**config.mk**
```make
export PLATFORM = sky130hd
export DESIGN_NAME = pll_lock_sequencer
export DESIGN_NICKNAME = d
export VERILOG_FILES = /design/src/rtl/pll_seq_pkg.sv /design/src/rtl/pll_lock_sync.sv /design/src/rtl/pll_lock_sequencer.sv
export SDC_FILE = /design/constraint.sdc
export NUM_CORES = 1
export LEC_CHECK = 0
export CAP_MARGIN = 0
export CORE_UTILIZATION = 40
export CTS_BUF_LIST = sky130_fd_sc_hd__clkbuf_16
export DETAILED_ROUTE_END_ITERATION = 10
export GPL_TIMING_DRIVEN = 0
export PLACE_DENSITY = 0.64
export SETUP_SLACK_MARGIN = 0.3
export SLEW_MARGIN = 30
export SYNTH_ARGS = -nofsm -noshare
export SYNTH_HDL_FRONTEND = slang
export SYNTH_SLANG_ARGS = --single-unit
```
**constraint.sdc**
```tcl
create_clock -name inclk0 -period 2.5 [get_ports inclk0]
set_clock_uncertainty 0.15 [all_clocks]
set_input_delay 0.75 -clock inclk0 [delete_from_list [all_inputs] [get_ports inclk0]]
set_output_delay 0.75 -clock inclk0 [all_outputs]
set_load 0.02 [all_outputs]
```
**src/rtl/pll_seq_pkg.sv**
```systemverilog
// Shared types and default constants for the PLL lock sequencer.
package pll_seq_pkg;

  typedef enum logic [2:0] {
    RESET_PLL,
    WAIT_LOCK,
    STABLE,
    RUN,
    FAULT
  } seq_state_e;

  localparam int unsigned DEF_RST_CYCLES          = 16;
  localparam int unsigned DEF_LOCK_STABLE_CYCLES  = 1024;
  localparam int unsigned DEF_LOCK_TIMEOUT_CYCLES = 65536;
  localparam int unsigned DEF_MAX_RETRIES         = 3;

  // Width of a counter that only has to reach n-1; never narrower than one bit.
  function automatic int unsigned cnt_width(input int unsigned n);
    return (n <= 2) ? 1 : $clog2(n);
  endfunction

endpackage

```
**src/rtl/pll_lock_sync.sv**
```systemverilog
// Two-flop synchronizer bringing the raw PLL lock flag into the inclk0 domain.
module pll_lock_sync (
  input  logic inclk0,
  input  logic reset,
  input  logic pll_locked,
  output logic lock_s
);

  logic meta;

  // NOTE: non-blocking assignments so each flop captures the previous stage's old value.
  always_ff @(posedge inclk0) begin
    if (reset) begin
      meta   <= 1'b0;
      lock_s <= 1'b0;
    end else begin
      meta   <= pll_locked;
      lock_s <= meta;
    end
  end

endmodule

```
**src/rtl/pll_lock_sequencer.sv**
```systemverilog
// PLL reset/lock sequencer gating the audio-datapath reset on a stable lock.
// Optional: define PLL_SEQ_LOSS_COUNT_EN to add the saturating lock_loss_count port.
module pll_lock_sequencer
  import pll_seq_pkg::*;
#(
  parameter int unsigned RST_CYCLES          = DEF_RST_CYCLES,
  parameter int unsigned LOCK_STABLE_CYCLES  = DEF_LOCK_STABLE_CYCLES,
  parameter int unsigned LOCK_TIMEOUT_CYCLES = DEF_LOCK_TIMEOUT_CYCLES,
  parameter int unsigned MAX_RETRIES         = DEF_MAX_RETRIES
) (
  input  logic                               inclk0,
  input  logic                               reset,
  input  logic                               restart,
  input  logic                               pll_locked,
  output logic                               pll_areset,
  output logic                               sys_reset,
  output logic                               ready,
  output logic                               fault,
  output logic [$clog2(MAX_RETRIES+1)-1:0]   retry_count
`ifdef PLL_SEQ_LOSS_COUNT_EN
  ,
  output logic [7:0]                         lock_loss_count
`endif
);

  localparam int unsigned RW  = $clog2(MAX_RETRIES + 1);
  localparam int unsigned RCW = cnt_width(RST_CYCLES);
  localparam int unsigned SCW = cnt_width(LOCK_STABLE_CYCLES);
  localparam int unsigned TCW = cnt_width(LOCK_TIMEOUT_CYCLES);

  localparam logic [RW-1:0]  RETRY_MAX   = RW'(MAX_RETRIES);
  localparam logic [RCW-1:0] RST_LAST    = RCW'(RST_CYCLES - 1);
  localparam logic [SCW-1:0] STABLE_LAST = SCW'(LOCK_STABLE_CYCLES - 1);
  localparam logic [TCW-1:0] TO_LAST     = TCW'(LOCK_TIMEOUT_CYCLES - 1);

  seq_state_e      state, next_state;
  logic [RCW-1:0]  rst_cnt;
  logic [SCW-1:0]  stable_cnt;
  logic [TCW-1:0]  to_cnt;
  logic [RW-1:0]   retry_next;
  logic            lock_s;
  logic            pll_areset_d, sys_reset_d, ready_d, fault_d;

  pll_lock_sync u_sync (
    .inclk0     (inclk0),
    .reset      (reset),
    .pll_locked (pll_locked),
    .lock_s     (lock_s)
  );

  // NOTE: defaults first so every path assigns every comb output (no latch).
  always_comb begin
    next_state = state;
    retry_next = retry_count;
    if (restart) begin
      next_state = RESET_PLL;
      retry_next = '0;
    end else begin
      case (state)
        RESET_PLL: if (rst_cnt == RST_LAST) next_state = WAIT_LOCK;
        WAIT_LOCK: begin
          if (lock_s) begin
            next_state = STABLE;
          end else if (to_cnt == TO_LAST) begin
            if (retry_count < RETRY_MAX) begin
              next_state = RESET_PLL;
              retry_next = retry_count + 1'b1;
            end else begin
              next_state = FAULT;
            end
          end
        end
        STABLE: begin
          if (!lock_s)                         next_state = WAIT_LOCK;
          else if (stable_cnt == STABLE_LAST)  next_state = RUN;
        end
        RUN: begin
          if (!lock_s) begin
            next_state = RESET_PLL;
            retry_next = '0;
          end
        end
        FAULT:   next_state = FAULT;
        default: next_state = RESET_PLL;
      endcase
    end
  end

  // Outputs are decoded from the next state so the registered copy lines up with state.
  always_comb begin
    pll_areset_d = (next_state == RESET_PLL) || (next_state == FAULT);
    sys_reset_d  = (next_state != RUN);
    ready_d      = (next_state == RUN);
    fault_d      = (next_state == FAULT);
  end

  always_ff @(posedge inclk0) begin
    if (reset) begin
      state       <= RESET_PLL;
      rst_cnt     <= '0;
      stable_cnt  <= '0;
      to_cnt      <= '0;
      retry_count <= '0;
      pll_areset  <= 1'b1;
      sys_reset   <= 1'b1;
      ready       <= 1'b0;
      fault       <= 1'b0;
    end else begin
      state       <= next_state;
      retry_count <= retry_next;
      pll_areset  <= pll_areset_d;
      sys_reset   <= sys_reset_d;
      ready       <= ready_d;
      fault       <= fault_d;

      rst_cnt    <= (!restart && state == RESET_PLL && next_state == RESET_PLL)
                    ? rst_cnt + 1'b1 : '0;
      stable_cnt <= (state == STABLE && next_state == STABLE) ? stable_cnt + 1'b1 : '0;

      // Timeout spans the whole attempt: it keeps running through STABLE and back.
      if ((next_state == WAIT_LOCK || next_state == STABLE) && state != RESET_PLL) begin
        if (to_cnt != TO_LAST) to_cnt <= to_cnt + 1'b1;
      end else begin
        to_cnt <= '0;
      end
    end
  end

`ifdef PLL_SEQ_LOSS_COUNT_EN
  always_ff @(posedge inclk0) begin
    if (reset) begin
      lock_loss_count <= '0;
    end else if (state == RUN && !lock_s && !restart && lock_loss_count != 8'hff) begin
      lock_loss_count <= lock_loss_count + 1'b1;
    end
  end
`endif

endmodule
```
==> metrics.txt, run 1 <==
# TYPE chip_impl_metric gauge
chip_impl_info{name="run_status",value="completed"} 1
chip_impl_metric{name="maximum_resistive_drop_on_vdd",unit="µV"} 324
chip_impl_metric{name="timing.critical_path.required",unit="ns"} 1.60
chip_impl_metric{name="synth_area",unit="µm²"} 1830
chip_impl_info{name="top_usage_layer_grt",value="met2"} 1
chip_impl_metric{name="timing.final.max_slew_violations",unit=""} 0
chip_impl_metric{name="post-route-min-period",unit="ns"} 2.16
chip_impl_metric{name="synthesis.instances",unit=""} 201
chip_impl_info{name="worst_path_cell_trace",value="clkdlybuf4s50_1"} 1
chip_impl_info{name="timing.setup.critical_path_class",value="reg -> out"} 1
chip_impl_info{name="endpoint_class_of_the_critical_path",value="output pin"} 1
chip_impl_metric{name="max_cap_viol_count",unit=""} 0
chip_impl_info{name="cp_slowest_cell",value="clkdlybuf4s50_1"} 1
chip_impl_metric{name="syn_to_final_growth",unit="%"} 26.0
chip_impl_info{name="unrepaired_setup_endpoints_after_global_routing",value="true"} 1
chip_impl_metric{name="fp.dieW",unit="µm"} 69.6
chip_impl_metric{name="timing.final.hold_violations",unit=""} 0
chip_impl_info{name="tritoncts",value="built"} 1
chip_impl_metric{name="fmax",unit="GHz"} 0.463
chip_impl_metric{name="cts_inserted_buffers",unit=""} 5
chip_impl_metric{name="routed-via-count",unit=""} 1444
chip_impl_metric{name="grt_pass1_vias",unit=""} 1317
chip_impl_metric{name="ioPinCount",unit=""} 10
chip_impl_metric{name="groute.layer.met1.usage",unit="%"} 19.5
chip_impl_metric{name="gp_congestion",unit=""} 0.775
chip_impl_metric{name="groute.layer.met2.usage",unit="%"} 22.9
chip_impl_info{name="class_of_the_tightest_hold_or_removal_check",value="reg -> reg"} 1
chip_impl_metric{name="timing.final.setup_violations",unit=""} 0
chip_impl_info{name="startpoint_type",value="register"} 1
chip_impl_metric{name="cts_max_path_buffers",unit=""} 2
chip_impl_metric{name="drive_gt1_share",unit="%"} 18.4
chip_impl_metric{name="worst-slew-pin-transition",unit="ns"} 0.542
chip_impl_info{name="synth_area_leaders",value="dfxtp_1 45%, xnor2_1 6.7%, nor3_1 6.0%"} 1
chip_impl_info{name="synth_area_leader_cell",value="dfxtp_1"} 1
chip_impl_metric{name="synth-async-reset-ratio",unit="%"} 0
chip_impl_metric{name="powerDensity",unit="nW/µm²"} 609
chip_impl_metric{name="clk_latency",unit="ns"} 0.28
chip_impl_metric{name="first_pass_iters",unit=""} 4
chip_impl_metric{name="critical_path_buf_inv_count",unit=""} 1
chip_impl_metric{name="vias_per_cell",unit=""} 5.25
chip_impl_info{name="layout.cells.most_common_list",value="41 x dfxtp_1, 20 x nor3_1, 14 x xnor2_1, 12 x nor2_1, 12 x nand2_1"} 1
chip_impl_metric{name="synth_cell_type_count",unit=""} 38
chip_impl_metric{name="worst_ep_arrival_time",unit="ns"} 1.26
chip_impl_metric{name="number_of_flops_mapped_to_enable_cells_by_yosys",unit=""} 0
chip_impl_metric{name="post-layout-total-power",unit="mW"} 1.40
chip_impl_metric{name="antenna-diode-count",unit=""} 0
chip_impl_metric{name="fp.coreArea",unit="µm²"} 4380
chip_impl_metric{name="syn_avg_cell_area",unit="µm²"} 9.08
chip_impl_metric{name="path_clk_slew",unit="ns"} 0.06
chip_impl_metric{name="grt_pass1_wl",unit="µm"} 5800
chip_impl_metric{name="hold_slack",unit="ns"} 0.292
chip_impl_metric{name="post-route-period-util",unit="%"} 86.3
chip_impl_metric{name="route.antenna.remaining_nets",unit=""} 0
chip_impl_metric{name="slew_headroom",unit="%"} 63.6
chip_impl_metric{name="seq_area_frac_synth",unit="%"} 45.0
chip_impl_metric{name="grt_util_all_layers",unit="%"} 15.2
chip_impl_info{name="top_family_by_delay_on_critical_path",value="buffers and inverters"} 1
chip_impl_metric{name="dp_hpwl",unit="µm"} 2250
chip_impl_metric{name="routed_wire_length_per_instance",unit="µm"} 12.8
chip_impl_metric{name="drc",unit=""} 0
chip_impl_metric{name="critPathMaxFanout",unit=""} 3
chip_impl_info{name="mostFrequentLayoutCell",value="dfxtp_1"} 1
chip_impl_metric{name="postRouteWirelength",unit="µm"} 3510
chip_impl_metric{name="die_h",unit="µm"} 69.6
chip_impl_metric{name="buffer_ports.inserted",unit=""} 9
chip_impl_metric{name="floorplan.rows",unit=""} 24
chip_impl_metric{name="leakage",unit="nW"} 0.814
chip_impl_info{name="clock-root-buffer",value="clkbuf_16"} 1
chip_impl_metric{name="grt_remaining_overflow",unit=""} 0
chip_impl_metric{name="synth.yosys.warnings",unit=""} 0
chip_impl_metric{name="post-synth-top-area-fraction",unit="%"} 45.0
chip_impl_metric{name="register_bit_total_from_synthesis",unit=""} 41
chip_impl_metric{name="floorplan.initialDensity",unit="%"} 41.6
chip_impl_metric{name="synthesis.nets",unit=""} 209
chip_impl_metric{name="dr.first_iter.drc_count",unit=""} 58
chip_impl_metric{name="clock_sink_count",unit=""} 41
chip_impl_metric{name="floorplan.die_area",unit="µm²"} 4840
chip_impl_metric{name="antenna_found_initial",unit=""} 0
chip_impl_metric{name="sum_of_negative_setup_slack",unit="ns"} 0
chip_impl_metric{name="finalNetCount",unit=""} 230
chip_impl_metric{name="cts_max_level",unit=""} 2
chip_impl_info{name="synth_ff_type",value="dfxtp_1"} 1
chip_impl_metric{name="maximum_number_of_pins_on_one_net_before_global_route_repair",unit=""} 14
chip_impl_metric{name="grt_met3_usage",unit="%"} 3.63
chip_impl_metric{name="critical_path.max_stage_delay",unit="ns"} 0.61
## power breakdown
group | switching [mW] | internal, mW | total [mW]
registers | 0.00219 | 0.656 | 0.659
logic | 0.0113 | 0.0110 | 0.0223
clock network | 0.252 | 0.469 | 0.721
## sequential cells by signal, summed over array words and instances (netlist names), 2 cells and up
signal and cells:
to_cnt 16, stable_cnt 10, rst_cnt 4, state 3, retry_count 2
## synth_stat cells (5+ instances only)
cell / n
nand3_1: 12
dfxtp_1: 41
nand4_1: 5
nor2_1: 17
nor3_1: 22
xor2_1: 7
xnor2_1: 14
nand2_1: 14
and3_1: 7
a21oi_1: 11
## cell type report
cell class / instances / area, µm²
flip-flops and latches: 41 / 821
multi-input cells: 150 / 1050
inverters: 4 / 15.0
clock inverters: 3 / 42.5
well taps: 52 / 65.1
repair buffers: 13 / 123
plain buffers: 7 / 60.1
fillers: 404 / 2080
clock buffers: 5 / 125
## cells by family after synthesis
| kind of cell | after synthesis | synth area share (%) |
|---|---|---|
| flops | 41 | 45.0 |
| compound gates | 22 | 7.54 |
| buf+inv | 11 | 3.56 |
| mux | 4 | 2.26 |
| fa+ha+maj | 4 | 2.74 |
| simple gates | 98 | 28.9 |
| xor+xnor | 21 | 10.1 |
## per-stage QoR
step	cell area [µm²]	util (%)	worst slack [ns]	std cells
3_3_place_gp	1980	45.2	-0.214	262
3_5_place_dp	1980	45.2	-0.244	262
2_1_floorplan	1830	-	0.498	201
4_1_cts	2170	49.5	0.305	270
5_1_grt	2300	52.5	0.242	275
6_report	2300	52.5	0.342	275
## repair_timing
action,4_1_cts,5_1_grt
hold endpoints to repair,0,0
gates cloned,0,1
hold buffers,0,0
gates resized for setup,6,20
pin swaps,0,7
endpoints found under the setup margin,21,30
buffers inserted,0,4
## per-layer routing
layer  vias to the layer above  share of wire, %
li1                        755                 -
met1                       667                47
met2                        15                47
met3                         7               3.4
met4                         0               2.5
met5                         -                 0
## path summary, 6_finish.rpt
path | startpoint | to | slack, ns | cells after the start
setup / recovery | retry_count[0] | retry_count[0] | 0.34 | 1
hold / removal | u_sync.meta | u_sync.lock_s | 0.29 | 1
setup reg to reg | to_cnt[8] | to_cnt[9] | 0.38 | 7
hold reg to reg | u_sync.meta | u_sync.lock_s | 0.29 | 1
Note: power is estimated with default switching activity, not from simulation.
==> run 2, diff against run 1 <==
--- a/config.mk
+++ b/config.mk
@@ -7,12 +7,12 @@
 export LEC_CHECK = 0
 export CAP_MARGIN = 0
 export CORE_UTILIZATION = 40
-export CTS_BUF_LIST = sky130_fd_sc_hd__clkbuf_16
+export CTS_BUF_LIST = sky130_fd_sc_hd__clkbuf_4
 export DETAILED_ROUTE_END_ITERATION = 10
 export GPL_TIMING_DRIVEN = 0
 export PLACE_DENSITY = 0.64
 export SETUP_SLACK_MARGIN = 0.3
-export SLEW_MARGIN = 30
+export SLEW_MARGIN = 10
 export SYNTH_ARGS = -nofsm -noshare
 export SYNTH_HDL_FRONTEND = slang
 export SYNTH_SLANG_ARGS = --single-unit
==> metrics.txt, run 2 (synthesis results as in run 1) <==
# TYPE chip_impl_metric gauge
chip_impl_metric{name="count_of_cell_instances_traversed_by_the_critical_path",unit=""} 8
chip_impl_info{name="clock-root-buffer",value="clkbuf_4"} 1
chip_impl_metric{name="grt_pass1_wl",unit="µm"} 5870
chip_impl_metric{name="worst-slew-pin-transition",unit="ns"} 0.489
chip_impl_metric{name="vias_per_cell",unit=""} 5.19
chip_impl_info{name="run_status",value="completed"} 1
chip_impl_metric{name="placed_cells_incl_taps",unit=""} 262
chip_impl_metric{name="timing.final.max_slew_violations",unit=""} 0
chip_impl_metric{name="post-route-cell-area",unit="µm²"} 2170
chip_impl_metric{name="critical_path_buf_inv_count",unit=""} 2
chip_impl_metric{name="internal_power",unit="mW"} 0.891
chip_impl_metric{name="drive_gt1_share",unit="%"} 15.2
chip_impl_metric{name="max_cap_viol_count",unit=""} 0
chip_impl_metric{name="finalNetCount",unit=""} 230
chip_impl_metric{name="timing.final.hold_violations",unit=""} 0
chip_impl_metric{name="floorplan.die_area",unit="µm²"} 4840
chip_impl_metric{name="critPathMaxFanout",unit=""} 10
chip_impl_info{name="timing.setup.critical_path_class",value="reg -> reg"} 1
chip_impl_metric{name="maximum_number_of_pins_on_one_net_before_global_route_repair",unit=""} 14
chip_impl_metric{name="cts_inserted_buffers",unit=""} 5
chip_impl_metric{name="gp_congestion",unit=""} 0.775
chip_impl_metric{name="postRouteWirelength",unit="µm"} 3310
chip_impl_info{name="unrepaired_setup_endpoints_after_global_routing",value="true"} 1
chip_impl_metric{name="clkPwrFrac",unit="%"} 39.2
chip_impl_metric{name="first_pass_iters",unit=""} 4
chip_impl_info{name="regToRegStartpoint",value="to_cnt[0]"} 1
chip_impl_metric{name="setup.reg_to_reg.worst_slack",unit="ns"} 0.38
chip_impl_metric{name="swShare",unit="%"} 20.3
chip_impl_metric{name="worst_ep_arrival_time",unit="ns"} 2.20
chip_impl_metric{name="timing.final.setup_violations",unit=""} 0
chip_impl_metric{name="placed_area",unit="µm²"} 1980
chip_impl_metric{name="antenna-diode-count",unit=""} 0
chip_impl_metric{name="fmax",unit="GHz"} 0.473
chip_impl_metric{name="power.sequential.fraction",unit="%"} 58.9
chip_impl_metric{name="timing.critical_path.required",unit="ns"} 2.59
chip_impl_info{name="top_family_by_delay_on_critical_path",value="simple AND/OR/NAND/NOR gates"} 1
chip_impl_metric{name="antenna_found_initial",unit=""} 0
chip_impl_info{name="mostFrequentLayoutCell",value="dfxtp_1"} 1
chip_impl_metric{name="dp_hpwl",unit="µm"} 2250
chip_impl_metric{name="ioPinCount",unit=""} 10
chip_impl_info{name="endpoint_of_the_lowest_slack_register_to_register_path",value="to_cnt[2]"} 1
chip_impl_metric{name="routed_wire_length_per_instance",unit="µm"} 12.0
chip_impl_metric{name="largest_reg_flops",unit=""} 16
chip_impl_metric{name="post-route-min-period",unit="ns"} 2.12
chip_impl_info{name="timing.critical_path.from",value="to_cnt[0]"} 1
chip_impl_metric{name="cts_max_path_buffers",unit=""} 2
chip_impl_metric{name="reg2regPathDepth",unit=""} 8
chip_impl_metric{name="critical_path.max_stage_delay",unit="ns"} 0.36
chip_impl_metric{name="drc",unit=""} 0
chip_impl_info{name="endpoint_class_of_the_critical_path",value="register"} 1
chip_impl_metric{name="dr.first_iter.drc_count",unit=""} 71
chip_impl_metric{name="post-route-period-util",unit="%"} 84.6
chip_impl_metric{name="powerDensity",unit="nW/µm²"} 514
chip_impl_metric{name="leakage",unit="nW"} 0.799
chip_impl_metric{name="post-layout-total-power",unit="mW"} 1.12
chip_impl_info{name="cp_slowest_cell",value="dfxtp_2"} 1
chip_impl_metric{name="floorplan.rows",unit=""} 24
chip_impl_info{name="layout.cells.most_common_list",value="39 x dfxtp_1, 21 x nor3_1, 17 x nor2_1, 14 x xnor2_1, 13 x nand2_1"} 1
chip_impl_metric{name="final_cell_count_no_fill",unit=""} 275
chip_impl_metric{name="cts_max_level",unit=""} 2
chip_impl_metric{name="syn_to_final_growth",unit="%"} 19.1
chip_impl_metric{name="route.antenna.remaining_nets",unit=""} 0
chip_impl_metric{name="buffer_ports.inserted",unit=""} 9
chip_impl_metric{name="fp.coreArea",unit="µm²"} 4380
chip_impl_info{name="largest_register",value="to_cnt"} 1
chip_impl_info{name="tritoncts",value="built"} 1
chip_impl_metric{name="grt_util_all_layers",unit="%"} 15.1
chip_impl_metric{name="grt_pass1_vias",unit=""} 1319
chip_impl_info{name="class_of_the_tightest_hold_or_removal_check",value="reg -> reg"} 1
chip_impl_info{name="startpoint_type",value="register"} 1
chip_impl_metric{name="grt_remaining_overflow",unit=""} 0
chip_impl_metric{name="routed-via-count",unit=""} 1426
chip_impl_metric{name="maximum_resistive_drop_on_vdd",unit="µV"} 200
chip_impl_info{name="worst_path_cell_trace",value="ha_1, and2_1, buf_2, and3_1, buf_2, nand4_1, nand2_2, a2111oi_1"} 1
chip_impl_info{name="end_of_the_critical_path",value="to_cnt[2]"} 1
chip_impl_info{name="layout_top_registers",value="to_cnt: 16 flops, stable_cnt: 10 flops, rst_cnt: 4 flops"} 1
chip_impl_info{name="cp_common_cell",value="buf_2"} 1
chip_impl_metric{name="die_h",unit="µm"} 69.6
chip_impl_metric{name="floorplan.initialDensity",unit="%"} 41.6
chip_impl_metric{name="fp.dieW",unit="µm"} 69.6
chip_impl_metric{name="power.combinational.fraction",unit="%"} 1.9
chip_impl_metric{name="switching_power_total",unit="mW"} 0.226
chip_impl_metric{name="clk_latency",unit="ns"} 0.35
chip_impl_metric{name="path_clk_slew",unit="ns"} 0.12
chip_impl_metric{name="clock_sink_count",unit=""} 41
chip_impl_metric{name="slew_headroom",unit="%"} 67.2
chip_impl_metric{name="hold_slack",unit="ns"} 0.308
-- run 2: cell types whose count changed in the layout (fill, tap and decap cells not counted), moves of 2 or more --
cell / previous run / this run
nor2_2: 5 / 0
dfxtp_2: 0 / 2
clkdlybuf4s50_1: 8 / 3
nor2_1: 12 / 17
dfxtp_1: 41 / 39
clkbuf_4: 1 / 6
dlymetal6s2s_1: 1 / 3
clkbuf_16: 5 / 0
dlygate4sd2_1: 0 / 3
-- run 2: through the flow --
stage	setup slack, ns	utilization (%)	TNS, ns
floorplan	0.498	-	0
finish	0.385	49.6	0
global placement	-0.214	45.2	-3.38
CTS	0.308	47.4	0
global route	0.218	49.6	0
detailed placement	-0.244	45.2	-3.76
-- run 2: power by group through the flow --
stage | Clock, mW | Combinational (mW) | Sequential [mW]
CTS | 0.452 | 0.0217 | 0.658
floorplan | 0 | 0.0131 | 0.673
global route | 0.483 | 0.0245 | 0.659
global placement | 0 | 0.0213 | 0.673
detailed placement | 0 | 0.0211 | 0.673
finish | 0.438 | 0.0216 | 0.658
-- run 2: worst min-delay path by stage --
stage	start	end	slack [ns]	cells after the start
final	u_sync.meta	u_sync.lock_s	0.31	1
after global routing	u_sync.meta	u_sync.lock_s	0.33	1
after CTS	u_sync.meta	u_sync.lock_s	0.31	1
after detailed placement	u_sync.meta	u_sync.lock_s	0.28	1
after global placement	u_sync.meta	u_sync.lock_s	0.27	1
after floorplan	u_sync.meta	u_sync.lock_s	0.26	1
-- run 2: per-layer routing --
metal  share of wire (%)  up-vias  track usage, %  wire [µm]
met4                 1.4        0            7.03         45
met3                 3.2        5            3.49        105
met2                  47       15            23.4       1550
li1                    -      753               -          -
met5                   0        -               0          0
met1                  49      653            19.9       1610
-- run 2: final cells by class --
cell class              instances  area [µm²]
plain buffers                   7        57.6
clock buffers                   6        45.0
clock inverters                 2        38.8
fillers                       428        2210
inverters                       4        15.0
multi-input cells             150        1010
flip-flops and latches         41         823
well taps                      52        65.1
repair buffers                 13         124
-- run 2: timing repair --
item	in CTS	in global routing
pin swaps	0	3
hold buffers	0	0
buffers inserted	0	4
resized for setup	7	14
cloned	0	1
endpoints found under the setup margin	24	33
-- run 2: worst register-to-register path, cell delays in order (launching register included) --
cell	delay, ns
dfxtp_2	0.36
ha_1	0.20
and2_1	0.15
buf_2	0.18
and3_1	0.19
buf_2	0.16
nand4_1	0.14
nand2_2	0.14
a2111oi_1	0.35
